**src/rtl/prog_cache.sv**
```systemverilog
// Direct-mapped instruction cache: 1-cycle synchronous lookup, single-line
// refill from the SDRAM controller through a mem_req/mem_ack/mem_rvalid handshake.
module prog_cache #(
  parameter int unsigned INDEX_W = 5,
  parameter int unsigned OFFS_W  = 2
) (
  input  logic        clk,
  input  logic        rst,
  input  logic [31:0] prg_address,
  output logic [15:0] instruction,
  output logic        p_cache_miss,
  input  logic        flush,
  output logic        mem_req,
  output logic [31:0] mem_addr,
  input  logic        mem_ack,
  input  logic [15:0] mem_rdata,
  input  logic        mem_rvalid
);

  localparam int unsigned TAG_W = 32 - INDEX_W - OFFS_W;
  localparam int unsigned LINES = 1 << INDEX_W;
  localparam int unsigned WORDS = 1 << (INDEX_W + OFFS_W);

  typedef enum logic [1:0] {LOOKUP, REQ, FILL, DONE} state_t;

  state_t              state_q, state_d;
  logic [31:0]         addr_q, addr_d;
  logic [31:0]         mem_addr_q, mem_addr_d;
  logic                mem_req_q, mem_req_d;
  logic [OFFS_W-1:0]   cnt_q, cnt_d;
  logic [LINES-1:0]    valid_q, valid_d;
  logic                flushed_q, flushed_d;
  logic                fresh_q, fresh_d;

  logic [15:0]         data_ram [WORDS];
  logic [TAG_W-1:0]    tag_ram  [LINES];
  logic [15:0]         instr_q;

  logic [INDEX_W-1:0]  index_q, fill_index;
  logic [TAG_W-1:0]    tag_q;
  logic                hit;
  logic                ram_we, tag_we, rd_en;

  assign index_q    = addr_q[OFFS_W +: INDEX_W];
  assign tag_q      = addr_q[31 -: TAG_W];
  assign fill_index = mem_addr_q[OFFS_W +: INDEX_W];
  assign hit        = valid_q[index_q] & (tag_ram[index_q] == tag_q);
  assign rd_en      = (state_q == LOOKUP);

  // fresh_q marks that addr_q/instr_q were loaded in LOOKUP; the first cycle
  // back from DONE still holds the stale address, so it is reported as a miss.
  assign p_cache_miss = ~hit | (state_q != LOOKUP) | ~fresh_q;
  assign instruction  = instr_q;
  assign mem_req      = mem_req_q;
  assign mem_addr     = mem_addr_q;

  always_comb begin
    state_d    = state_q;
    addr_d     = addr_q;
    mem_addr_d = mem_addr_q;
    mem_req_d  = mem_req_q;
    cnt_d      = cnt_q;
    valid_d    = valid_q;
    flushed_d  = flushed_q;
    fresh_d    = (state_q == LOOKUP);
    ram_we     = 1'b0;
    tag_we     = 1'b0;
    case (state_q)
      LOOKUP: begin
        addr_d = prg_address;
        if (fresh_q && !hit) begin
          state_d                   = REQ;
          mem_req_d                 = 1'b1;
          mem_addr_d                = addr_q;
          mem_addr_d[OFFS_W-1:0]    = '0;
          flushed_d                 = 1'b0;
        end
      end
      REQ: begin
        if (mem_ack) begin
          state_d   = FILL;
          mem_req_d = 1'b0;
          cnt_d     = '0;
        end
      end
      FILL: begin
        if (mem_rvalid) begin
          ram_we = 1'b1;
          cnt_d  = cnt_q + 1'b1;
          if (cnt_q == '1) state_d = DONE;
        end
      end
      DONE: begin
        tag_we = 1'b1;
        if (!flushed_q) valid_d[fill_index] = 1'b1;
        state_d = LOOKUP;
      end
      default: state_d = LOOKUP;
    endcase
    // Flush takes priority over the DONE validation of the fill line.
    if (flush) begin
      valid_d = '0;
      if (state_q != LOOKUP) flushed_d = 1'b1;
    end
  end

  always_ff @(posedge clk or posedge rst) begin
    if (rst) begin
      state_q    <= LOOKUP;
      addr_q     <= '0;
      mem_addr_q <= '0;
      mem_req_q  <= 1'b0;
      cnt_q      <= '0;
      valid_q    <= '0;
      flushed_q  <= 1'b0;
      fresh_q    <= 1'b0;
    end else begin
      state_q    <= state_d;
      addr_q     <= addr_d;
      mem_addr_q <= mem_addr_d;
      mem_req_q  <= mem_req_d;
      cnt_q      <= cnt_d;
      valid_q    <= valid_d;
      flushed_q  <= flushed_d;
      fresh_q    <= fresh_d;
    end
  end

  always_ff @(posedge clk) begin
    if (ram_we) data_ram[{fill_index, cnt_q}] <= mem_rdata;
    if (rd_en)  instr_q <= data_ram[prg_address[INDEX_W+OFFS_W-1:0]];
  end

  always_ff @(posedge clk) begin
    if (tag_we) tag_ram[fill_index] <= mem_addr_q[31 -: TAG_W];
  end

endmodule

```
**config.mk**
```make
export PLATFORM = sky130hd
export DESIGN_NAME = prog_cache
export DESIGN_NICKNAME = d
export VERILOG_FILES = /design/src/rtl/prog_cache.sv
export SDC_FILE = /design/constraint.sdc
export NUM_CORES = 2
export LEC_CHECK = 0
export ABC_CLOCK_PERIOD_IN_PS = 7200
export CAP_MARGIN = 20
export CORE_MARGIN = 3
export CORE_UTILIZATION = 40
export CTS_BUF_LIST = sky130_fd_sc_hd__clkbuf_8
export DETAILED_ROUTE_END_ITERATION = 7
export GPL_TIMING_DRIVEN = 0
export HOLD_SLACK_MARGIN = 0.03
export PLACE_DENSITY = 0.67
export RECOVER_POWER = 100
export SYNTH_ARGS = -nofsm -noshare
export SYNTH_HDL_FRONTEND = slang
export SYNTH_SLANG_ARGS = --single-unit
```
**constraint.sdc**
```tcl
create_clock -name clk -period 7.2 [get_ports clk]
set_input_delay 1.44 -clock clk [delete_from_list [all_inputs] [get_ports clk]]
set_output_delay 1.44 -clock clk [all_outputs]
set_load 0.03 [all_outputs]
```
==> flow_summary.yaml <==
run_status:
  status: "finished with violations"
  violations: "max-capacitance violations, max-slew violations"
detailed_routing:
  via_per_inst: 5.82
  antenna_left: 0
  drc: 0
  drt-total-wl_um: 304000
  wire_per_inst_um: 31.3
  vias: 56400
  firstDrtPassIters: 6
  drt_iter0_drc: 8206
die:
  initial_core_util_pct: 40.3
  core_mm2: 0.283
  dieArea_mm2: 0.291
  die_x_um: 540
  rows: 195
  die_height_um: 540
  pin_count: 103
final_layout:
  finalCoreUtilization_pct: 45.4
  multi_input_area_mm2: 0.0241
  n_fill_cell: 23300
  syn_to_final_growth_pct: 12.7
  ff_latch_area_mm2: 0.0885
  fin_nets: 5648
  final_layout_size_suffix_gt1_share_pct: 25.5
yosys:
  synth-compound-area-share_pct: 1.07
  synth-simple-area-share_pct: 1.63
  synth-seq-cells: 2963
  synthMuxAreaShare_pct: 18.3
  synth_flop_cell: "edfxtp_1"
  synth_area_leaders: "edfxtp_1, mux4_2, dfrtp_1"
  ys_types: 65
  synth_top_area_share_pct: 75.5
  synthTopCellsByCount: "edfxtp_1, mux4_2, nor2_1"
  yosys.area_share.xor_xnor_pct: 0.185
  async_flop_share_pct: 3.34
  postSynthAreaPerCell_um2: 23.4
  yosysMostFrequentCell: "edfxtp_1"
  synthAdderAreaFrac_pct: 0.0549
  ys_seq_area_share_pct: 77.7
  synth_top_family_by_area: "multiplexers"
  syn_area_mm2: 0.114
  yosysWarnings: 0
  syn_inst: 4871
  synth.largest_area_cell: "edfxtp_1"
  synth_edf_count: 2864
global_routing:
  first_global_vias: 56800
  antenna_found_initial: 27
  grt_usage_pct: 20.5
  grt_pass1_wl_um: 427000
  grt_max_degree: 93
  overflow: 0
pwr:
  power.total_uw: 40900
  leakagePower_uw: 0.0402
  power.switching_uw: 11900
  p_sw_share_pct: 29.1
  pwr-share-seq_pct: 51.1
  p_per_area_mw_per_mm2: 318
  ir_drop_uv: 300
  p_int_uw: 29000
  power_frac_comb_pct: 18.4
  clkPwrFrac_pct: 30.5
flow_run:
  maxCapViolCount: 131
critical_path:
  required_ns: 5.76
  worst-setup-path-type: "flip-flop to primary output"
  critPathLaunchType: "flip-flop"
  path_max_fanout: 10
  arrival_ns: 5.71
  crit_path_end_kind: "primary output"
clock_tree:
  clock-sinks: 2963
  cts_max_level: 5
  clk_latency_ns: 1.06
  holdBufCountCts: 0
  clock_path_buffers: 4
  cts_tree: "yes"
  cts_made_buffers: 443
  clk_pin_slew_ns: 0.06
  clock-root-buffer: "clkbuf_8"
sta:
  fmax_mhz: 140
  hold_slack_ns: 0.498
  finalCritPeriodShare_pct: 99.3
  slew_headroom_pct: -201
  tightest_slew_ns: 4.52
  fin_crit_ns: 7.15
  skew_ns: 0.112
  drv_slew: 3572
  rsz0062_at_grt: "false"
  setup-violations-final: 0
  hold_violations: 0
  setup_tns_ns: 0
placement:
  dp_hpwl_um: 201000
  portBuffers: 92
  place.gp.congestion: 0.866
hold_path:
  min_path_type: "flip-flop to flip-flop"
timing repair:
item	in CTS	in global routing
pin swaps	2	0
gates resized for setup	14	13
setup endpoints to repair	1	1
buffers inserted	3	3
path summary, 6_finish.rpt:
check / start / endpoint / slack (ns) / cells after the start
hold / removal: valid_q[7]$_DFFE_PP0P_ / valid_q[7]$_DFFE_PP0P_ / 0.50 / 2
setup / recovery: addr_q[6]$_DFFE_PP0P_ / p_cache_miss / 0.05 / 11
hold reg to reg: valid_q[7]$_DFFE_PP0P_ / valid_q[7]$_DFFE_PP0P_ / 0.50 / 2
setup reg to reg: addr_q[6]$_DFFE_PP0P_ / mem_addr[2]$_DFFE_PP0P_ / 0.77 / 12
max in group asynchronous: rst / cnt_q[1]$_DFFE_PP0P_ / 1.47 / 3
min in group asynchronous: rst / mem_addr[12]$_DFFE_PP0P_ / 1.43 / 2
sequential cells by signal, summed over array words and instances, names as in the netlist:
name and flops:
data_ram 2048, tag_ram 800, valid_q 32, addr_q 30, mem_addr 30, instruction 16, cnt_q 2, state_q 2
flushed_q 1, fresh_q 1, mem_req 1
logic make-up after synthesis:
group | count (synthesis)
flip-flops | 2963
XOR/XNOR | 24
multiplexers | 1014
buffers and inverters | 278
adder cells (fa/ha/maj) | 5
AO/OA/AOI/OAI | 182
other | 1
AND/OR/NAND/NOR | 404
area by class of cell:
type / count / area share, %
inverter: 13 / 0.0390
multi-input combinational: 1631 / 18.7
antenna: 12 / 0.0234
sequential: 2963 / 68.9
clock buffer: 453 / 4.86
buffer: 265 / 0.962
clock inverter: 345 / 1.31
timing repair buffer: 273 / 1.51
tap: 3743 / 3.65
per-layer routing:
layer	vias up	track usage [%]	routed length, um
li1	22300	-	-
met1	29900	28.1	115000
met2	3558	32.1	143000
met3	651	4.51	32300
met4	4	8.15	13400
met5	-	0	27
cells in the final DEF, fill, tap and decap left out, types with 12 or more instances in the layout:
master	n
mux2_2	39
clkinv_2	36
clkbuf_1	299
buf_2	19
mux4_2	834
buf_4	27
nor2b_1	14
clkinv_1	125
clkbuf_8	453
buf_1	63
o22ai_1	45
buf_8	16
mux2_1	32
diode_2	12
a22oi_1	41
inv_1	167
nand3_1	38
clkdlybuf4s50_1	26
nand2_1	44
dlygate4sd3_1	49
a21oi_1	41
dfrtp_1	99
nor4_1	14
buf_6	16
nor2_1	222
edfxtp_1	2864
xnor2_1	17
mux2i_1	103
o21ai_0	14
metrics by stage:
step	std cells	instance area, um^2	setup slack [ns]
finish	9698	128000	0.0478
global route	9691	128000	0.0238
CTS	9665	131000	0.0670
detailed placement	8864	123000	0.340
global placement	8707	120000	0.312
floorplan	4872	114000	2.68
worst max-delay path, cell delays in order (launching register included):
cell and delay [ns]:
dfrtp_1 0.34, clkbuf_2 0.21, clkbuf_1 0.64, inv_1 0.55, nor2_1 0.47, a22o_1 0.20
o21ai_0 0.09, o21ai_0 0.38, o2111ai_1 0.23, or4_4 0.65, or4_4 0.53, dlygate4sd2_1 0.41
power groups by stage:
stage,Combinational (uW),Sequential (uW),Clock (uW)
after floorplan,4090,21200,0
after global placement,7070,21400,0
after detailed placement,7440,21400,0
after CTS,7500,21100,12700
after global routing,7750,21000,13500
final,7510,20900,12500
(Power assumes the default switching activity.)
